`src/rtl/midi_msg_parser.sv`:
```
// MIDI byte-stream decoder: turns raw UART bytes into Note On / Note Off events.
// Define MIDI_VEL0_NOTEOFF_EN to report Note On with velocity 0 as Note Off.
module midi_msg_parser #(
  parameter int BYTE_TIMEOUT = 3_200_000
) (
  input  logic       clk_in,
  input  logic       rst_in,
  input  logic [7:0] byte_in,
  input  logic       byte_valid_in,
  output logic [7:0] midi_velocity_out,
  output logic [7:0] midi_received_note_out,
  output logic [3:0] midi_channel_out,
  output logic       midi_status_out,
  output logic       midi_data_ready_out,
  output logic       parse_error_out
);

  localparam int CW = (BYTE_TIMEOUT > 1) ? $clog2(BYTE_TIMEOUT) : 1;
  localparam logic [CW-1:0] TMAX = CW'(BYTE_TIMEOUT - 1);

  typedef enum logic [2:0] {
    WAIT_STATUS,
    WAIT_NOTE,
    WAIT_VEL,
    SKIP,
    SYSEX
  } state_t;

  state_t          r_state, w_state;
  logic            r_rsValid, w_rsValid;
  logic            r_rsOn, w_rsOn;
  logic [3:0]      r_rsChan, w_rsChan;
  logic [6:0]      r_note, w_note;
  logic [1:0]      r_skip, w_skip;
  logic [CW-1:0]   r_cnt, w_cnt;
  logic [6:0]      r_vel, w_vel;
  logic [6:0]      r_noteOut, w_noteOut;
  logic [3:0]      r_chan, w_chan;
  logic            r_status, w_status;
  logic            r_ready, w_ready;
  logic            r_error, w_error;

  logic w_isRt, w_byte, w_isStatus, w_isData, w_active;

  // Real-time bytes are invisible to the parser, so they never count as traffic.
  assign w_isRt     = byte_valid_in && (byte_in >= 8'hF8);
  assign w_byte     = byte_valid_in && !w_isRt;
  assign w_isStatus = w_byte && byte_in[7];
  assign w_isData   = w_byte && !byte_in[7];
  assign w_active   = (r_state == WAIT_NOTE) || (r_state == WAIT_VEL) || (r_state == SKIP);

  always_ff @(posedge clk_in) begin
    if (rst_in) begin
      r_state   <= WAIT_STATUS;
      r_rsValid <= 1'b0;
      r_rsOn    <= 1'b0;
      r_rsChan  <= '0;
      r_note    <= '0;
      r_skip    <= '0;
      r_cnt     <= '0;
      r_vel     <= '0;
      r_noteOut <= '0;
      r_chan    <= '0;
      r_status  <= 1'b0;
      r_ready   <= 1'b0;
      r_error   <= 1'b0;
    end else begin
      r_state   <= w_state;
      r_rsValid <= w_rsValid;
      r_rsOn    <= w_rsOn;
      r_rsChan  <= w_rsChan;
      r_note    <= w_note;
      r_skip    <= w_skip;
      r_cnt     <= w_cnt;
      r_vel     <= w_vel;
      r_noteOut <= w_noteOut;
      r_chan    <= w_chan;
      r_status  <= w_status;
      r_ready   <= w_ready;
      r_error   <= w_error;
    end
  end

  always_comb begin
    w_state   = r_state;
    w_rsValid = r_rsValid;
    w_rsOn    = r_rsOn;
    w_rsChan  = r_rsChan;
    w_note    = r_note;
    w_skip    = r_skip;
    w_cnt     = r_cnt;
    w_vel     = r_vel;
    w_noteOut = r_noteOut;
    w_chan    = r_chan;
    w_status  = r_status;
    w_ready   = 1'b0;
    w_error   = 1'b0;

    // Timeout only ages on truly idle cycles; the counter stops at TMAX because that exits.
    if (w_byte) begin
      w_cnt = '0;
    end else if (w_active && !w_isRt) begin
      if (r_cnt == TMAX) begin
        w_state = WAIT_STATUS;
        w_error = 1'b1;
        w_cnt   = '0;
      end else begin
        w_cnt = r_cnt + 1'b1;
      end
    end

    // A status byte always restarts decoding from scratch, whatever state we were in.
    if (w_isStatus) begin
      if (w_active) w_error = 1'b1;
      case (byte_in[7:4])
        4'h8, 4'h9: begin
          w_rsValid = 1'b1;
          w_rsOn    = byte_in[4];
          w_rsChan  = byte_in[3:0];
          w_state   = WAIT_NOTE;
        end
        4'hA, 4'hB, 4'hE: begin
          w_rsValid = 1'b0;
          w_state   = SKIP;
          w_skip    = 2'd2;
        end
        4'hC, 4'hD: begin
          w_rsValid = 1'b0;
          w_state   = SKIP;
          w_skip    = 2'd1;
        end
        default: begin
          w_rsValid = 1'b0;
          case (byte_in[3:0])
            4'h0:       w_state = SYSEX;
            4'h1, 4'h3: begin w_state = SKIP; w_skip = 2'd1; end
            4'h2:       begin w_state = SKIP; w_skip = 2'd2; end
            default:    w_state = WAIT_STATUS;
          endcase
        end
      endcase
    end else if (w_isData) begin
      case (r_state)
        WAIT_STATUS: begin
          if (r_rsValid) begin
            w_note  = byte_in[6:0];
            w_state = WAIT_VEL;
          end
        end
        WAIT_NOTE: begin
          w_note  = byte_in[6:0];
          w_state = WAIT_VEL;
        end
        WAIT_VEL: begin
          w_vel     = byte_in[6:0];
          w_noteOut = r_note;
          w_chan    = r_rsChan;
`ifdef MIDI_VEL0_NOTEOFF_EN
          w_status  = r_rsOn && (byte_in[6:0] != 7'd0);
`else
          w_status  = r_rsOn;
`endif
          w_ready   = 1'b1;
          w_state   = WAIT_STATUS;
        end
        SKIP: begin
          w_skip = r_skip - 2'd1;
          if (r_skip <= 2'd1) w_state = WAIT_STATUS;
        end
        SYSEX:   w_state = SYSEX;
        default: w_state = WAIT_STATUS;
      endcase
    end
  end

  assign midi_velocity_out      = {1'b0, r_vel};
  assign midi_received_note_out = {1'b0, r_noteOut};
  assign midi_channel_out       = r_chan;
  assign midi_status_out        = r_status;
  assign midi_data_ready_out    = r_ready;
  assign parse_error_out        = r_error;

endmodule

```
`config.mk`:
```
export PLATFORM = sky130hd
export DESIGN_NAME = midi_msg_parser
export DESIGN_NICKNAME = d
export VERILOG_FILES = /design/src/rtl/midi_msg_parser.sv
export SDC_FILE = /design/constraint.sdc
export NUM_CORES = 1
export LEC_CHECK = 0
export CORE_UTILIZATION = 25
export DETAILED_ROUTE_END_ITERATION = 7
export DONT_BUFFER_PORTS = 1
export GPL_ROUTABILITY_DRIVEN = 0
export PLACE_DENSITY_LB_ADDON = 0.3
export SYNTH_ARGS = -nofsm -noshare
export SYNTH_HDL_FRONTEND = slang
export SYNTH_SLANG_ARGS = --single-unit
```
`constraint.sdc`:
```
create_clock -name clk_in -period 2.5 [get_ports clk_in]
set_input_delay 0.625 -clock clk_in [delete_from_list [all_inputs] [get_ports clk_in]]
set_output_delay 0.625 -clock clk_in [all_outputs]
set_load 0.02 [all_outputs]
```
### After elaboration in Yosys (flattened, before gate mapping)

Cells that the tools add are included.
W data, S select, Z words.

* input port bits: 11
* memories kept: 0
* bits in latches: 0
* flip-flop bits (word level): 61
* output and inout port bits: 23
* RAM bits: 0
* word-level logic and storage cells: 88
* bits in read-only memories: 0

* bitwise logic cells: 2
* shift-type cells: 0
* add/sub/neg operators: 2
* equality and inequality tests: 18
* reduce and logical (&&, ||, !) cells: 26
* mux-type cells: 25
* multiply operators: 0
* $lt $le $gt $ge: 2
* div/mod/pow operators: 0

Operators with widths (number)
* $eq A4 B4 Y1 const B: 7
* $add A22 B1 Y22 const B: 1
* $eq A22 B22 Y1 const B: 1
* $mux W22: 1
* $mux W3: 7
* $pmux W7 S2: 1
* $pmux W3 S2: 2
* $pmux W3 S4: 1
* $reduce_or A3 Y1: 3
* $eq A4 B2 Y1 const B: 2
* $ge A8 B8 Y1 const B: 1
* $reduce_and A4 Y1: 2
* $reduce_or A2 Y1: 4
* $mux W1: 7
* $mux W7: 1
* $eq A3 B2 Y1 const B: 2
* $mux W2: 3
* $pmux W2 S3: 1
* $reduce_bool A2 Y1: 3
* $logic_and A1 B1 Y1: 5
* $ne A5 B1 Y1 const B: 1
* $reduce_or A5 Y1: 1
* $eq A4 B1 Y1 const B: 1
* $logic_not A4 Y1: 1
* other kinds (12): 16

### Logic depth before layout (Yosys ltp)

* depth after elaboration: 10
* mapped depth: 7
* gate-level depth less buffers: 6

### Worst setup path before layout

No wires, ideal clock.

* path type: input to register
* from: in byte_in[5]
* to: reg r_cnt[21]
* arrival: 2.079 ns
* stages on the path: 7
* required time: 2.432 ns
* library setup time: 0.068 ns
* path buffers: 2
* path slack: 0.353 ns
* cell sequence: buf_2 -> nand4_1 -> o21ai_1 -> or4_1 -> buf_2 -> or3_1 -> a21oi_2

* cells in the longest elaborated chain, start to end: 5
* elaborated cells on any way between the ends: 6
* those cells by class: 1 x order compare; 5 x reduce/logical

RTL lines
* start: declaration: RTL line 8 `input logic [7:0] byte_in,`
* $ge A8 B8 Y1 *: RTL line 46 `assign w_isRt = byte_valid_in && (byte_in >= 8'hF8);`
* $logic_and A1 B1 Y1 *: RTL line 46
* $logic_not A1 Y1 *: RTL line 47, 102
* $logic_and A1 B1 Y1: RTL line 47 `assign w_byte = byte_valid_in && !w_isRt;`
* $reduce_or A2 Y1 (no line)
* end signal: assignment: RTL line 74 `r_cnt <= w_cnt;`
* end: declaration: RTL line 35 `logic [CW-1:0] r_cnt, w_cnt;`

Every way passes the cells marked *; elsewhere a longest branch is shown, timed or not.
A chain may end at the register's enable or synchronous reset.

### Worst setup path in the final report

* from: reg r_state[0]
* to: reg r_cnt[21]

* cells in the longest elaborated chain, start to end: 4
* elaborated cells on any way between the ends: 6
* those cells by class: 3 x eq/ne; 3 x reduce/logical

RTL lines
* start: declaration: RTL line 29 `state_t r_state, w_state;`
* start signal: assignment: RTL line 68 `r_state <= w_state;`
* $eq A3 B1 Y1 or $eq A3 B2 Y1 (tied branches): RTL line 50 `assign w_active = (r_state == WAIT_NOTE) || (r_state == WAIT_VEL) || (r_state == SKIP);`
* $logic_or A1 B1 Y1: RTL line 50
* $logic_or A1 B1 Y1 *: RTL line 50
* $logic_and A1 B1 Y1 *: RTL line 102 `end else if (w_active && !w_isRt) begin`

Marked as above.

==> metrics.yaml <==
worst_r2r_path_depth: 5
detailedRoute.firstIterationViolations: 123
synth_area_sq_um: 2710
mostFrequentLayoutCells: "dfxtp_1, nand2_1, nor2_1"
worst-path-max-fanout: 9
timing.final.crit_share_pct: 82.0
relSlewSlack_pct: 54.6
global_route.usage.total_pct: 11.6
numCtsBuffers: 9
layout.cells.most_common: "dfxtp_1"
yosys-top-cells-area: "dfxtp_1, nand2_1, nor2_1"
grt_pass1_vias: 2126
clock.fmax_ghz: 0.488
timing.hold.worst_endpoint: "r_vel[6]"
std_cell_rows: 37
clkTransAtPathRegs_ns: 0.07
design.die.area_sq_um: 11300
drc: 0
detailed_place.area_sq_um: 2810
postLayoutCellArea_sq_um: 3050
clkLatencyLatePin_ns: 0.34
layout.filler_cells: 1121
worst_hold_startpoint: "rst_in"
tightest_pin_transition_ns: 0.681
setup-tns-final_ns: 0
synth-async-reset-ratio_pct: 0
drv_slew: 0
timing_worst_setup_path_type: "reg2reg"
top_area_cell_type_share_of_the_netlist_area_pct: 45.0
status: "completed"
post_drt_wl_per_cell_microns: 13.2
synthesis_warnings: 0
worst_ep_arrival_time_ns: 2.32
number_of_buffers_on_the_longest_clock_path: 2
die_height_microns: 106
numPortBuffers: 0
cts_repair_resize_count: 0
drt-total-wl_mm: 6.07
cellLeakagePower_uw: 0.000979
die_w_microns: 106
ant_cells: 0
post_cts_buffers: 0
timing.hold.worst.class: "in2reg"
vias: 2185
post-dp-hpwl_mm: 4.21
grt_setup_unrepaired: "no"
synthesis.area_per_instance_sq_um: 8.40
timing.rr.start: "r_state[0]"
max_cap_viol_count: 0
final_layout_size_suffix_gt1_share_pct: 8.64
floorplan.core_area_sq_um: 10400
globalRouteOverflowTotal: 0
pwr_density_cell_nw_per_um2: 702
antenna_violations_before_repair: 0
drtAntennaViolNets: 0
multi_input_area_sq_um: 1390
rrSetupSlack_ns: 0.45
period_needed_ns: 2.05
reg2reg_to: "r_cnt[21]"
worstPathRequired_ns: 2.77
min_delay_path_depth: 1
setup-violations-final: 0
irDropWorstVdd_mv: 0.255
synthDominantAreaCellType: "dfxtp_1"
critPathLaunchType: "register"
drt_pass1_iterations: 4
end_kind: "register"
design.final.nets: 332
yosysSeqAreaShare_pct: 45.0
finalClockSkew_ns: 0.0106
count_of_pins_on_the_block_boundary: 34
final-hold-violation-count: 0
ys_ff_latch: 61
grt_pass1_wl_mm: 10.2
synthFlopType: "dfxtp_1"
area_growth_pct: 12.5
grt_max_degree: 39
synth_cell_types: 51
synth-edff-count: 0
cts.hold.buffers_added: 0
initial_core_util_pct: 26.1
clock-sinks: 61
final-seq-area_sq_um: 1220
netlist_instances: 323
clock_root_buffer: "clkbuf_8"
via_density_per_instance: 4.75
htree_num_levels: 3
tritoncts_clock_tree: "built"
==> worst max-delay path: stages (launching register included) <==
cell	delay (ns)
dfxtp_1	0.53
o21ba_2	0.22
o21ai_1	0.07
or4_1	0.63
or3_1	0.40
a21oi_2	0.13
==> synthesized netlist by cell type (all sizes together) (3+ instances only) <==
master	instances
nand2	57
dfxtp	61
nand4	9
mux2i	13
and2	4
nor3	10
o21ai	10
nand3	7
a21oi	29
nand4b	3
inv	4
nor4	4
nor2	42
or3	4
xor2	5
buf	12
xnor2	11
clkbuf	6
==> layer usage <==
metal  share of wire, %  wire length [microns]  track usage, %
met4                1.4                     83            5.36
met1                 47                   2880            13.7
met5                  0                      0               0
met3                6.0                    362            4.29
met2                 45                   2740            18.6
==> final cells by class <==
| class | instances | area share, % |
|---|---|---|
| inverter | 4 | 0.492 |
| multi-input combinational | 241 | 45.6 |
| clock buffer | 10 | 4.18 |
| clock inverter | 6 | 3.65 |
| timing repair buffer | 2 | 0.492 |
| tap | 136 | 5.57 |
| sequential | 61 | 40.0 |
==> registers in the layout, summed over array words and instances, names as in the netlist <==
| register | flops |
|---|---|
| midi_channel_out | 4 |
| r_skip | 2 |
| r_rsOn | 1 |
| r_state | 3 |
| r_vel | 7 |
| midi_status_out | 1 |
| r_note | 7 |
| r_rsValid | 1 |
| parse_error_out | 1 |
| r_rsChan | 4 |
| r_cnt | 22 |
| r_noteOut | 7 |
| midi_data_ready_out | 1 |
==> stage by stage <==
stage	setup slack (ns)	cells	hold WS [ns]	total power [uW]	util, %
after floorplan	0.353	324	0.431	1100	-
after global placement	0.441	444	0.435	1100	27.0
after detailed placement	0.410	444	0.439	1100	27.0
after CTS	0.450	460	0.325	2170	29.3
after global routing	0.349	460	0.324	2240	29.3
final	0.450	460	0.350	2140	29.3
==> power breakdown <==
group	leakage [uW]	switching (uW)	internal, uW
registers	0.000492	15.4	984
logic	0.000370	50.8	31.4
clock network	0.000116	398	662
==> kinds of logic (layout without fill, tap and decap cells) <==
family                   after synthesis  in the layout  share of synthesized area (%)
other                                  1              2                          0.138
multiplexers                          13             13                           4.79
XOR/XNOR                              16             16                           5.16
buffers and inverters                 22             22                           3.83
flip-flops                            61             61                           45.0
adder cells (fa/ha/maj)                2              2                          0.922
AO/OA/AOI/OAI                         55             55                           12.6
AND/OR/NAND/NOR                      153            153                           27.6
==> how the worst max path moves through the flow <==
stage | cells past startpoint | slack [ns] | startpoint | end
after floorplan | 7 | 0.35 | byte_in[5] | r_cnt[21]
after global placement | 5 | 0.44 | byte_valid_in | r_cnt[21]
after detailed placement | 5 | 0.41 | byte_in[4] | r_cnt[21]
after CTS | 5 | 0.45 | r_state[0] | r_cnt[21]
after global routing | 5 | 0.35 | r_state[0] | r_cnt[17]
final | 5 | 0.45 | r_state[0] | r_cnt[21]
(Power assumes the default switching activity.)
